--- src/rtl/gaussian_mem_arb.sv ---
// Two-requester arbiter in front of a single-port pixel RAM for a Gaussian
// filter. The read engine (window fetch) and the writeback engine (filtered
// pixels) share one RAM port. Grants are combinational from the current
// request and the arbitration state. The requester holding the current grant
// streak is the owner. It keeps the port until it has taken BURST_MAX
// consecutive grants while the other side waits, and then the port changes
// hands. Read data returns one cycle after the grant, qualified by rd_valid.
module gaussian_mem_arb #(
  parameter int ADDR_W    = 16,
  parameter int DATA_W    = 8,
  parameter int BURST_MAX = 4   // legal range 1..15
) (
  input  logic              clk,
  input  logic              rst,        // synchronous, active-low
  // read engine
  input  logic              rd_req,
  input  logic [ADDR_W-1:0] rd_addr,
  output logic              rd_gnt,
  output logic              rd_valid,
  output logic [DATA_W-1:0] rd_data,
  // writeback engine
  input  logic              wr_req,
  input  logic [ADDR_W-1:0] wr_addr,
  input  logic [DATA_W-1:0] wr_data,
  output logic              wr_gnt,
  // single-port RAM
  output logic              mem_en,
  output logic              mem_we,
  output logic [ADDR_W-1:0] mem_addr,
  output logic [DATA_W-1:0] mem_wdata,
  input  logic [DATA_W-1:0] mem_rdata,
  // status
  output logic              busy
);

  // Owner encoding: the requester that holds the current grant streak.
  localparam logic [0:0] OWN_RD = 1'b0;
  localparam logic [0:0] OWN_WR = 1'b1;

  localparam logic [3:0] BMAX = 4'(BURST_MAX);

  logic [0:0] r_owner;
  logic [3:0] r_cnt;       // grants in the current streak, saturates at BMAX
  logic       r_rd_valid;
  logic       r_busy;

  logic       w_own_req;
  logic       w_oth_req;
  logic       w_gnt_own;
  logic       w_gnt_oth;
  logic       w_gnt_rd;
  logic       w_gnt_wr;
  logic [0:0] w_owner_nxt;
  logic [3:0] w_cnt_nxt;

  // The owner keeps the port while it is under its burst limit, or for as
  // long as the other side is not asking. Otherwise a waiting requester
  // takes over. Nothing is granted while reset is being sampled.
  assign w_own_req = (r_owner == OWN_RD) ? rd_req : wr_req;
  assign w_oth_req = (r_owner == OWN_RD) ? wr_req : rd_req;
  assign w_gnt_own = rst && w_own_req && ((r_cnt < BMAX) || !w_oth_req);
  assign w_gnt_oth = rst && !w_gnt_own && w_oth_req;

  assign w_gnt_rd  = (r_owner == OWN_RD) ? w_gnt_own : w_gnt_oth;
  assign w_gnt_wr  = (r_owner == OWN_WR) ? w_gnt_own : w_gnt_oth;

  assign rd_gnt    = w_gnt_rd;
  assign wr_gnt    = w_gnt_wr;

  // Next owner and streak count: extend on an owner grant, hand over on a
  // grant to the other side, and clear the count when the port is idle.
  always_comb begin
    // NOTE: every signal assigned in a combinational block gets a default
    // first, so no path can leave it unassigned and infer a latch.
    w_owner_nxt = r_owner;
    w_cnt_nxt   = r_cnt;
    if (w_gnt_own) begin
      w_cnt_nxt = (r_cnt < BMAX) ? r_cnt + 4'd1 : BMAX;
    end else if (w_gnt_oth) begin
      w_owner_nxt = ~r_owner;
      w_cnt_nxt   = 4'd1;
    end else begin
      w_cnt_nxt   = 4'd0;
    end
  end

  // Arbitration state, read-return flag and busy flag.
  always_ff @(posedge clk) begin
    // NOTE: registered state uses non-blocking assignments so that every
    // flop samples the values from before this edge, whatever the order of
    // the statements.
    if (!rst) begin
      r_owner    <= OWN_RD;
      r_cnt      <= 4'd0;
      r_rd_valid <= 1'b0;
      r_busy     <= 1'b0;
    end else begin
      r_owner    <= w_owner_nxt;
      r_cnt      <= w_cnt_nxt;
      r_rd_valid <= w_gnt_rd;
      r_busy     <= w_gnt_rd | w_gnt_wr;
    end
  end

  // RAM port steering. Address and write data are zero when the port is idle.
  always_comb begin
    mem_en    = 1'b0;
    mem_we    = 1'b0;
    mem_addr  = '0;
    mem_wdata = '0;
    if (w_gnt_rd) begin
      mem_en   = 1'b1;
      mem_addr = rd_addr;
    end else if (w_gnt_wr) begin
      mem_en    = 1'b1;
      mem_we    = 1'b1;
      mem_addr  = wr_addr;
      mem_wdata = wr_data;
    end
  end

  // A read granted just before reset must not return data in the reset
  // cycle, so the flag is also masked by rst. Data is forced to zero
  // whenever it is not valid.
  assign rd_valid = r_rd_valid && rst;
  assign rd_data  = rd_valid ? mem_rdata : '0;
  assign busy     = r_busy;

endmodule
--- config.mk ---
export PLATFORM = sky130hd
export DESIGN_NAME = gaussian_mem_arb
export DESIGN_NICKNAME = d
export VERILOG_FILES = /design/src/rtl/gaussian_mem_arb.sv
export SDC_FILE = /design/constraint.sdc
export NUM_CORES = 1
export LEC_CHECK = 0
export BUFFER_PORTS_ARGS = -buffer_cell sky130_fd_sc_hd__buf_2
export CAP_MARGIN = 30
export CORE_MARGIN = 4
export CORE_UTILIZATION = 34
export CTS_BUF_LIST = sky130_fd_sc_hd__clkbuf_16
export DETAILED_ROUTE_END_ITERATION = 16
export GPL_ROUTABILITY_DRIVEN = 0
export PLACE_DENSITY = 0.85
export SLEW_MARGIN = 20
export SYNTH_ARGS = -nofsm -noshare
export SYNTH_HDL_FRONTEND = slang
export SYNTH_SLANG_ARGS = --single-unit
--- constraint.sdc ---
create_clock -name clk -period 2.73 [get_ports clk]
set_clock_uncertainty 0.15 [all_clocks]
set_input_delay 0.4095 -clock clk [delete_from_list [all_inputs] [get_ports clk]]
set_output_delay 0.4095 -clock clk [all_outputs]
set_load 0.05 [all_outputs]
==> results of run 1 <==
## path summary, 6_finish.rpt
kind / end / slack, ns / startpoint / depth (start not counted)
max: mem_addr[8] / 0.11 / r_owner$_SDFFE_PN0P_ / 6
min: busy$_SDFF_PN0_ / 0.39 / rd_req / 2
max reg2reg: r_cnt[0]$_SDFF_PN0_ / 1.39 / r_cnt[3]$_SDFF_PP0_ / 3
min reg2reg: r_cnt[1]$_SDFF_PP0_ / 0.47 / r_cnt[1]$_SDFF_PP0_ / 3
## registers in the layout (all words and copies together) (netlist names)
| register | count |
|---|---|
| busy | 1 |
| r_cnt | 4 |
| r_owner | 1 |
| r_rd_valid | 1 |
## power by group through the flow
| stage | Combinational (mW) | Sequential, mW | Clock [mW] |
|---|---|---|---|
| final | 0.255 | 0.119 | 0.248 |
| after global routing | 0.269 | 0.120 | 0.260 |
| after CTS | 0.251 | 0.119 | 0.251 |
| after detailed placement | 0.251 | 0.120 | 0 |
| after global placement | 0.244 | 0.119 | 0 |
| after floorplan | 0.184 | 0.119 | 0 |
## timing repair
action                     in CTS  in global routing
setup endpoints to repair       0                 16
resized for setup               0                  0
hold endpoints to repair        0                  0
setup buffers                   0                  3
## kinds of logic (layout without fill, tap and decap cells)
group | after synthesis | after routing | share of synthesized area (%)
fa+ha+maj | 1 | 1 | 1.75
buf+inv | 7 | 99 | 8.93
compound gates | 33 | 33 | 41.5
simple gates | 30 | 30 | 26.3
other cells | 1 | 1 | 0.525
mux | 1 | 1 | 1.40
flops | 7 | 7 | 19.6
## layout make-up
type / instances / share of cell area, %
clock inverter: 1 / 0.299
sequential: 7 / 11.2
multi-input combinational: 66 / 40.7
clock buffer: 3 / 5.99
timing repair buffer: 95 / 39.1
tap: 27 / 2.69
## layer usage
layer	wire length, µm	GRT usage [%]	vias up
met2	1510	34.5	46
met3	315	5.82	5
met1	945	16.3	439
met4	31	6.38	0
met5	0	0	-
li1	-	-	492
## layout by cell type, fill, tap and decap left out, types with 2 or more instances in the layout
master,instances
nand2_1,3
nor2_1,2
buf_4,6
nand3_1,2
clkbuf_16,3
o211a_1,2
o22ai_1,2
and2_1,9
o21a_1,3
and3_1,8
a31oi_1,2
o21ba_2,2
buf_2,89
dfxtp_1,7
a21oi_1,2
o21ai_0,2
a22o_2,16
## per-stage QoR
stage | setup slack (ns) | instances
after floorplan | 0.370 | 80
after global placement | 0.0399 | 191
after detailed placement | 0.324 | 192
after CTS | 0.156 | 196
after global routing | -0.00592 | 199
final | 0.106 | 199
==> results.py, run 1 <==
metrics = {
    "drt": {
        "via_per_inst": 4.93,
        "ant_nets": 0,
        "routedWlPerCell_um": 14.1,
        "vias": 982,
        "drc": 0,
        "wl_mm": 2.80,
        "firstDrtPassIters": 2,
        "drt_iter0_drc": 9,
    },
    "power": {
        "internal_power_mw": 0.388,
        "leakagePower_nw": 0.760,
        "total_power_mw": 0.621,
        "power_frac_seq_pct": 19.1,
        "switching_share_pct": 37.5,
        "ir_worst_vdd_mv": 0.445,
        "p_per_area_mw_per_mm2": 495,
        "clkPwrFrac_pct": 39.8,
        "pwr-share-comb_pct": 41.0,
        "power_switching_mw": 0.233,
    },
    "cells_and_area": {
        "final_area_mm2": 0.00125,
        "final_core_util_pct": 63.3,
        "ff_latch_area_um2": 140,
        "layout-drive-gt1-share_pct": 69.2,
        "n_antenna_cell": 0,
        "fillCellCount": 174,
        "syn_to_final_growth_pct": 75.5,
        "multi_input_area_um2": 510,
        "layout.nets": 226,
    },
    "yosys": {
        "ys_seq_area_share_pct": 19.6,
        "synth_area_um2": 714,
        "syn_area_per_cell_um2": 8.93,
        "synth-edff-count": 0,
        "yosysUniqueCellTypes": 28,
        "synth_flop_cell": "dfxtp_1",
        "ys_seq_elements": 7,
        "synthesis.nets": 133,
        "synth-warning-count": 0,
        "async_flop_share_pct": 0,
        "yosysMostFrequentCell": "a22o_2",
        "syn_inst": 80,
        "netlist_top_cells_area": "a22o_2, dfxtp_1, and2_1",
        "synth_top_area_share_pct": 22.4,
        "yosys-top-cells-count": "a22o_2, and2_1, and3_1",
        "synth_top_cell_by_area": "a22o_2",
    },
    "flow_run": {
        "maxCapViolCount": 0,
    },
    "critical_path": {
        "path_max_fanout": 16,
        "crit_chain": "nor4b_1 -> nor3_2 -> buf_4 -> buf_4 -> a22o_2 -> buf_2",
        "crit_required_ns": 2.17,
        "path_class": "reg2out",
        "worst_setup_path_start_kind": "flip-flop",
        "cp_top_family": "simple AND/OR/NAND/NOR gates",
        "worst_ep_arrival_time_ns": 2.06,
        "end_kind": "primary output",
        "cpPeakStageDelay_ns": 0.51,
        "crit_path_frequent_cell": "buf_4",
        "path_buf_inv": 3,
        "slowest_stage": "nor4b_1",
    },
    "die": {
        "die_w_um": 53.8,
        "die_h_um": 53.8,
        "core_area_mm2": 0.00198,
        "num_rows": 16,
        "die-area_mm2": 0.00290,
        "start_util_pct": 36.0,
        "pin_count": 90,
    },
    "timing": {
        "max_freq_ghz": 0.381,
        "fin_crit_ns": 2.62,
        "report.final.setup_viol": 0,
        "slew_violations": 0,
        "holdWs_ns": 0.391,
        "setup_tns_ns": 0,
        "final_hold_viol_count": 0,
        "timing.final.crit_share_pct": 96.1,
    },
    "status": {
        "outcome": "completed",
    },
    "global_route": {
        "grt_max_degree": 18,
        "grt_pass1_wl_mm": 3.68,
        "grt_usage_pct": 17.5,
        "overflow": 0,
        "antenna_found_initial": 0,
        "grt_pass1_vias": 836,
    },
    "clocking": {
        "htree_num_levels": 1,
        "cts.clk_slew.worst_paths_ns": 0.04,
        "cts_tree": "built",
        "clk_latency_ns": 0.23,
        "hold_buffers": 0,
        "clockRootBuffer": "clkbuf_16",
        "clock_path_buffers": 2,
        "numCtsBuffers": 3,
        "cts_sinks": 7,
    },
    "place": {
        "dp_hpwl_mm": 2.28,
        "place_area_mm2": 0.00115,
        "portBuffers": 89,
    },
    "hold_path": {
        "hp-class": "in2reg",
    },
}
No activity file was read; power rests on OpenSTA's default activity.
==> inputs of run 2 (changes only) <==
Settings changed: CORE_UTILIZATION 34 to 29, PLACE_DENSITY 0.85 to 0.77.
Clock period 2.73 ns to 2.2 ns, I/O delays scaled along.
==> run 2 against run 1 <==
Net effect: combinational power increased by 38%; count of clock-buffer cells in the layout did not move; first-iteration DRC count rose to 7.7 times the previous value; register-to-register slack got worse by 0.51 ns; flip-flop and latch count unchanged; routed wire length rose by 8.3%; clock power is 23% higher; critical path depth is 1 lower; utilization down 2.8 points; critical path type unchanged.
==> results.py, run 2 (synthesis gave the netlist of run 1 again) <==
metrics = {
    "global_route": {
        "overflow": 0,
        "grt_pass1_vias": 922,
        "grt_pass1_wl_mm": 4.50,
        "grt_max_degree": 26,
        "antenna_found_initial": 0,
        "grt_usage_pct": 16.9,
    },
    "hold_path": {
        "holdPathStages": 3,
        "hp-class": "in2reg",
        "min_to": "r_rd_valid$_SDFF_PN0_",
        "min-delay-start": "rst",
    },
    "drt": {
        "firstDrtPassIters": 4,
        "drt_iter0_drc": 69,
        "via_per_inst": 4.99,
        "ant_nets": 0,
        "vias": 993,
        "routedWlPerCell_um": 15.2,
        "drc": 0,
        "wl_mm": 3.03,
    },
    "critical_path": {
        "crit_required_ns": 1.72,
        "worst_ep_arrival_time_ns": 1.68,
        "r2r_setup_slack_ns": 0.88,
        "cpPeakStageDelay_ns": 0.36,
        "path_max_fanout": 25,
        "slowest_stage": "dfxtp_2",
        "path_class": "reg2out",
        "crit_chain": "o211a_1 -> nor3_4 -> buf_12 -> and2_2 -> clkbuf_4",
        "crit_start": "r_cnt[3]$_SDFF_PP0_",
        "r2r_start": "r_cnt[3]$_SDFF_PP0_",
        "worst_setup_path_start_kind": "flip-flop",
        "rr_endpoint": "r_cnt[0]$_SDFF_PN0_",
        "rr_worst_depth": 3,
        "end_kind": "primary output",
    },
    "clocking": {
        "htree_num_levels": 1,
        "clk_latency_ns": 0.23,
        "cts.clk_slew.worst_paths_ns": 0.04,
        "clockRootBuffer": "clkbuf_16",
        "cts_sinks": 7,
        "clock_path_buffers": 2,
        "cts_tree": "built",
        "numCtsBuffers": 3,
        "hold_buffers": 0,
    },
    "place": {
        "dp_hpwl_mm": 2.31,
        "place_area_mm2": 0.00118,
        "portBuffers": 89,
        "dp_cells": 194,
    },
    "die": {
        "core_area_mm2": 0.00228,
        "die_h_um": 57.6,
        "die-area_mm2": 0.00332,
        "start_util_pct": 31.4,
        "pin_count": 90,
        "num_rows": 17,
        "die_w_um": 57.6,
    },
    "cells_and_area": {
        "layout_commonest_cell": "buf_2",
        "largest_reg_flops": 4,
        "stdcell_count": 199,
        "n_antenna_cell": 0,
        "final_area_mm2": 0.00138,
        "layout-drive-gt1-share_pct": 76.0,
        "layout.nets": 225,
        "final_cell_mix": "buf_2, buf_4, a22o_2",
        "syn_to_final_growth_pct": 92.5,
        "top_register": "r_cnt",
    },
    "timing": {
        "final_hold_viol_count": 0,
        "setup_tns_ns": 0,
        "max_freq_ghz": 0.463,
        "slew_violations": 0,
        "holdWs_ns": 0.314,
        "timing.final.crit_share_pct": 98.1,
        "rsz0062_at_grt": "no",
        "report.final.setup_viol": 0,
        "fin_crit_ns": 2.16,
    },
    "power": {
        "p_per_area_mw_per_mm2": 585,
        "ir_worst_vdd_mv": 0.541,
        "leakagePower_nw": 0.776,
    },
    "flow_run": {
        "maxCapViolCount": 0,
    },
    "status": {
        "outcome": "completed",
    },
}
## run 2: cell count changes in the layout (fill, tap and decap cells not counted), moves of 2 or more
cell,change
buf_6,+2
dfxtp_2,+3
and2_1,-8
clkbuf_4,+5
and2_2,+8
buf_4,+14
buf_12,+2
buf_2,-24
dfxtp_1,-3
## run 2: timing repair
item,in CTS,in global routing
cloned,0,0
endpoints found under the setup margin,25,22
pin swaps,1,0
resized for setup,19,16
setup buffers,1,0
## run 2: layer usage
metal  up-vias  global-route usage (%)  share of wire (%)  routed length [µm]
li1        491                       -                  -                   -
met1       444                    19.0                 35                1070
met2        58                    31.1                 53                1600
met3         0                    6.46                 12                 362
met4         0                    1.66                  0                   0
met5         -                       0                  0                   0
## run 2: how the worst max path moves through the flow
stage,endpoint,cells after the start
finish,mem_wdata[5],5
global route,mem_wdata[5],5
global placement,mem_addr[0],4
CTS,mem_wdata[4],5
detailed placement,mem_addr[13],4
floorplan,mem_we,3
## run 2: stage by stage
step	power, mW	utilization, %	setup slack [ns]
6_report	0.804	60.4	0.0424
5_1_grt	0.841	60.4	0.00301
4_1_cts	0.799	58.5	0.00346
3_5_place_dp	0.467	52.0	0.0332
3_3_place_gp	0.461	52.0	0.0943
2_1_floorplan	0.378	-	0.00640
## run 2: cell type report
type	instances	area (µm²)
multi-input combinational	66	542
clock inverter	1	3.75
fill	190	901
timing repair buffer	94	576
sequential	7	144
tap	28	35.0
clock buffer	3	75.1
## run 2: worst max-delay path: cells and delay by family (launching register included)
family / cells / cell delay, ns
flops: 1 / 0.36
simple gates: 2 / 0.40
buf+inv: 2 / 0.40
compound gates: 1 / 0.28
## run 2: power breakdown
part	switching [mW]	internal, mW
sequential	0.0108	0.137
clock	0.0691	0.236
combinational	0.216	0.136
==> inputs of run 3 (changes only) <==
Settings changed: ABC_AREA set to 1, CORE_UTILIZATION 29 to 31, PLACE_DENSITY 0.77 to 0.79, REMOVE_ABC_BUFFERS set to 1.
Clock period 2.2 ns to 2.1 ns, I/O delays scaled along.
==> run 3 against run 2 <==
Net effect: the run now ends with negative setup slack left; die area down 8.3%; synthesized area decreased by 3.3%; power rose by 42%; register-to-register slack got worse by 0.11 ns; final area is 24% higher; clock power is 6% higher; largest power group unchanged; sequential share of layout area fell by 2.0 points; non-clock buffer count is 8 higher; flip-flop and latch count is the same; combinational power increased by 90%.
==> results.py, run 3 <==
metrics = {
    "timing": {
        "rsz0062_at_grt": "yes",
        "setup_ws_ns": -0.00829,
        "max_freq_ghz": 0.474,
        "timing.final.crit_share_pct": 100,
        "setup_tns_ns": -0.00829,
        "slew_violations": 0,
        "final_hold_viol_count": 0,
        "fin_crit_ns": 2.11,
        "report.final.setup_viol": 1,
    },
    "clocking": {
        "cts_tree": "built",
        "htree_num_levels": 1,
        "cts_sinks": 7,
        "hold_buffers": 0,
        "cts.clk_slew.worst_paths_ns": 0.03,
        "clockRootBuffer": "clkbuf_16",
        "clock_path_buffers": 2,
        "numCtsBuffers": 3,
        "clk_latency_ns": 0.23,
    },
    "die": {
        "die-area_mm2": 0.00305,
        "pin_count": 90,
        "start_util_pct": 33.8,
        "die_w_um": 55.2,
        "die_h_um": 55.2,
        "core_area_mm2": 0.00204,
        "num_rows": 16,
    },
    "power": {
        "power_frac_seq_pct": 13.4,
        "internal_power_mw": 0.629,
        "clkPwrFrac_pct": 28.4,
        "total_power_mw": 1.14,
        "pwr-share-comb_pct": 58.2,
        "p_per_area_mw_per_mm2": 671,
        "ir_worst_vdd_mv": 0.565,
        "power_switching_mw": 0.516,
        "leakagePower_nw": 0.997,
        "switching_share_pct": 45.1,
    },
    "critical_path": {
        "cp_top_family": "simple AND/OR/NAND/NOR gates",
        "crit_chain": "inv_6 -> nand2_4 -> a21oi_4 -> nand3_4 -> buf_6 -> nand2_8 -> nand2_1 -> nand2_1 -> buf_6",
        "crit_required_ns": 1.63,
        "worst_ep_arrival_time_ns": 1.64,
        "path_class": "reg2out",
        "slowest_stage": "dfxtp_4",
        "path_max_fanout": 8,
        "path_buf_inv": 3,
        "worst_setup_path_start_kind": "flip-flop",
        "cpPeakStageDelay_ns": 0.36,
        "end_kind": "primary output",
    },
    "cells_and_area": {
        "n_antenna_cell": 0,
        "final_cell_mix": "buf_2, nand2_1, nand2_2",
        "largest_reg_flops": 4,
        "layout.nets": 281,
        "top_register": "r_cnt",
        "layout_commonest_cell": "buf_2",
        "layout-drive-gt1-share_pct": 65.2,
        "syn_to_final_growth_pct": 147,
        "final_core_util_pct": 83.5,
        "stdcell_count": 254,
    },
    "yosys": {
        "synth_area_um2": 691,
        "yosys-top-cells-count": "nand2_1, inv_1, nor2_1",
        "synth_top_cell_by_area": "nand2_1",
        "synth_top_area_share_pct": 31.5,
        "synth_flop_cell": "dfxtp_1",
        "ys_seq_elements": 7,
        "synth-warning-count": 0,
        "netlist_top_cells_area": "nand2_1, dfxtp_1, a21boi_0",
        "syn_inst": 121,
        "syn_area_per_cell_um2": 5.71,
        "yosysUniqueCellTypes": 18,
        "synth-edff-count": 0,
        "async_flop_share_pct": 0,
        "yosysMostFrequentCell": "nand2_1",
        "ys_seq_area_share_pct": 20.3,
    },
    "place": {
        "dp_cells": 238,
        "portBuffers": 89,
        "dp_slack_ns": 0.0961,
        "dp_hpwl_mm": 1.99,
    },
    "drt": {
        "vias": 1161,
        "routedWlPerCell_um": 13.0,
        "wl_met1_mm": 1.07,
        "via_per_inst": 4.57,
        "drt_iter0_drc": 42,
        "wl_mm": 3.30,
        "ant_nets": 0,
        "firstDrtPassIters": 4,
        "drc": 0,
        "wl_met3_um": 295,
        "top_layer_used": "met4",
        "wl_met2_mm": 1.86,
    },
    "flow_run": {
        "maxCapViolCount": 0,
    },
    "status": {
        "violations": "negative setup slack",
        "outcome": "finished, violations left",
    },
    "global_route": {
        "grt_pass1_vias": 1116,
        "grt_usage_pct": 18.3,
        "overflow": 0,
        "grt_max_degree": 10,
        "antenna_found_initial": 0,
        "grt_pass1_wl_mm": 4.56,
    },
    "hold_path": {
        "hp-class": "in2reg",
    },
}
## run 3: cell count changes after synthesis, sizes merged, moves of 3 or more
| cell | change |
|---|---|
| a21boi | +7 |
| and2 | -9 |
| inv | +15 |
| nand2 | +61 |
| nor2 | +11 |
| buf | -3 |
| a22o | -16 |
| nand3 | +4 |
| a31oi | -3 |
| and3 | -8 |
| o21a | -3 |
## run 3: routing by layer
layer / vias to the layer above / GRT usage (%)
li1: 579 / -
met1: 510 / 16.2
met2: 64 / 36.5
met3: 8 / 6.76
met4: 0 / 6.94
met5: - / 0
## run 3: area by class of cell
| cell class | instances | area, µm² |
|---|---|---|
| repair buffers | 102 | 723 |
| clock inverters | 1 | 3.75 |
| multi-input cells | 99 | 663 |
| well taps | 27 | 33.8 |
| flip-flops and latches | 7 | 144 |
| inverters | 15 | 61.3 |
| fillers | 130 | 338 |
| clock buffers | 3 | 75.1 |
## run 3: per-stage QoR
step | hold slack, ns | cell area (µm²)
after floorplan | 0.280 | 648
after global placement | 0.311 | 1160
after detailed placement | 0.316 | 1160
after CTS | 0.314 | 1410
after global routing | 0.348 | 1700
final | 0.303 | 1700
## run 3: cell families after synthesis
family	synth area share (%)
and+or+nand+nor	51.6
buffers and inverters	14.3
adders and majority gates	1.81
other	0.543
DFF	20.3
AOI/OAI and AO/OA	11.4
## run 3: what timing repair did
item | 4_1_cts | 5_1_grt
resized for setup | 34 | 78
pin swaps | 6 | 14
hold endpoints to repair | 0 | 0
endpoints found under the setup margin | 26 | 27
cloned | 2 | 1
buffers inserted | 6 | 3
## run 3: tightest hold or removal path, delay by kind of cell
kind                   cells  cell delay [ns]
AO/OA/AOI/OAI              1             0.13
buffers and inverters      2             0.20
## run 3: worst paths after layout
path / startpoint / end / slack, ns / depth (start not counted)
worst min register to register: r_cnt[0]$_SDFF_PN0_ / r_cnt[0]$_SDFF_PN0_ / 0.32 / 1
worst min-delay path: rst / r_owner$_SDFFE_PN0P_ / 0.30 / 3
worst max register to register: r_owner$_SDFFE_PN0P_ / r_owner$_SDFFE_PN0P_ / 0.77 / 7
worst max-delay path: r_owner$_SDFFE_PN0P_ / mem_addr[14] / -0.008 / 9
## run 3: power by group through the flow
stage          clock (mW)  sequential (mW)  combinational [mW]
2_1_floorplan           0            0.162               0.335
3_3_place_gp            0            0.152               0.478
3_5_place_dp            0            0.153               0.480
4_1_cts             0.325            0.151               0.544
5_1_grt             0.337            0.155               0.702
6_report            0.325            0.154               0.666
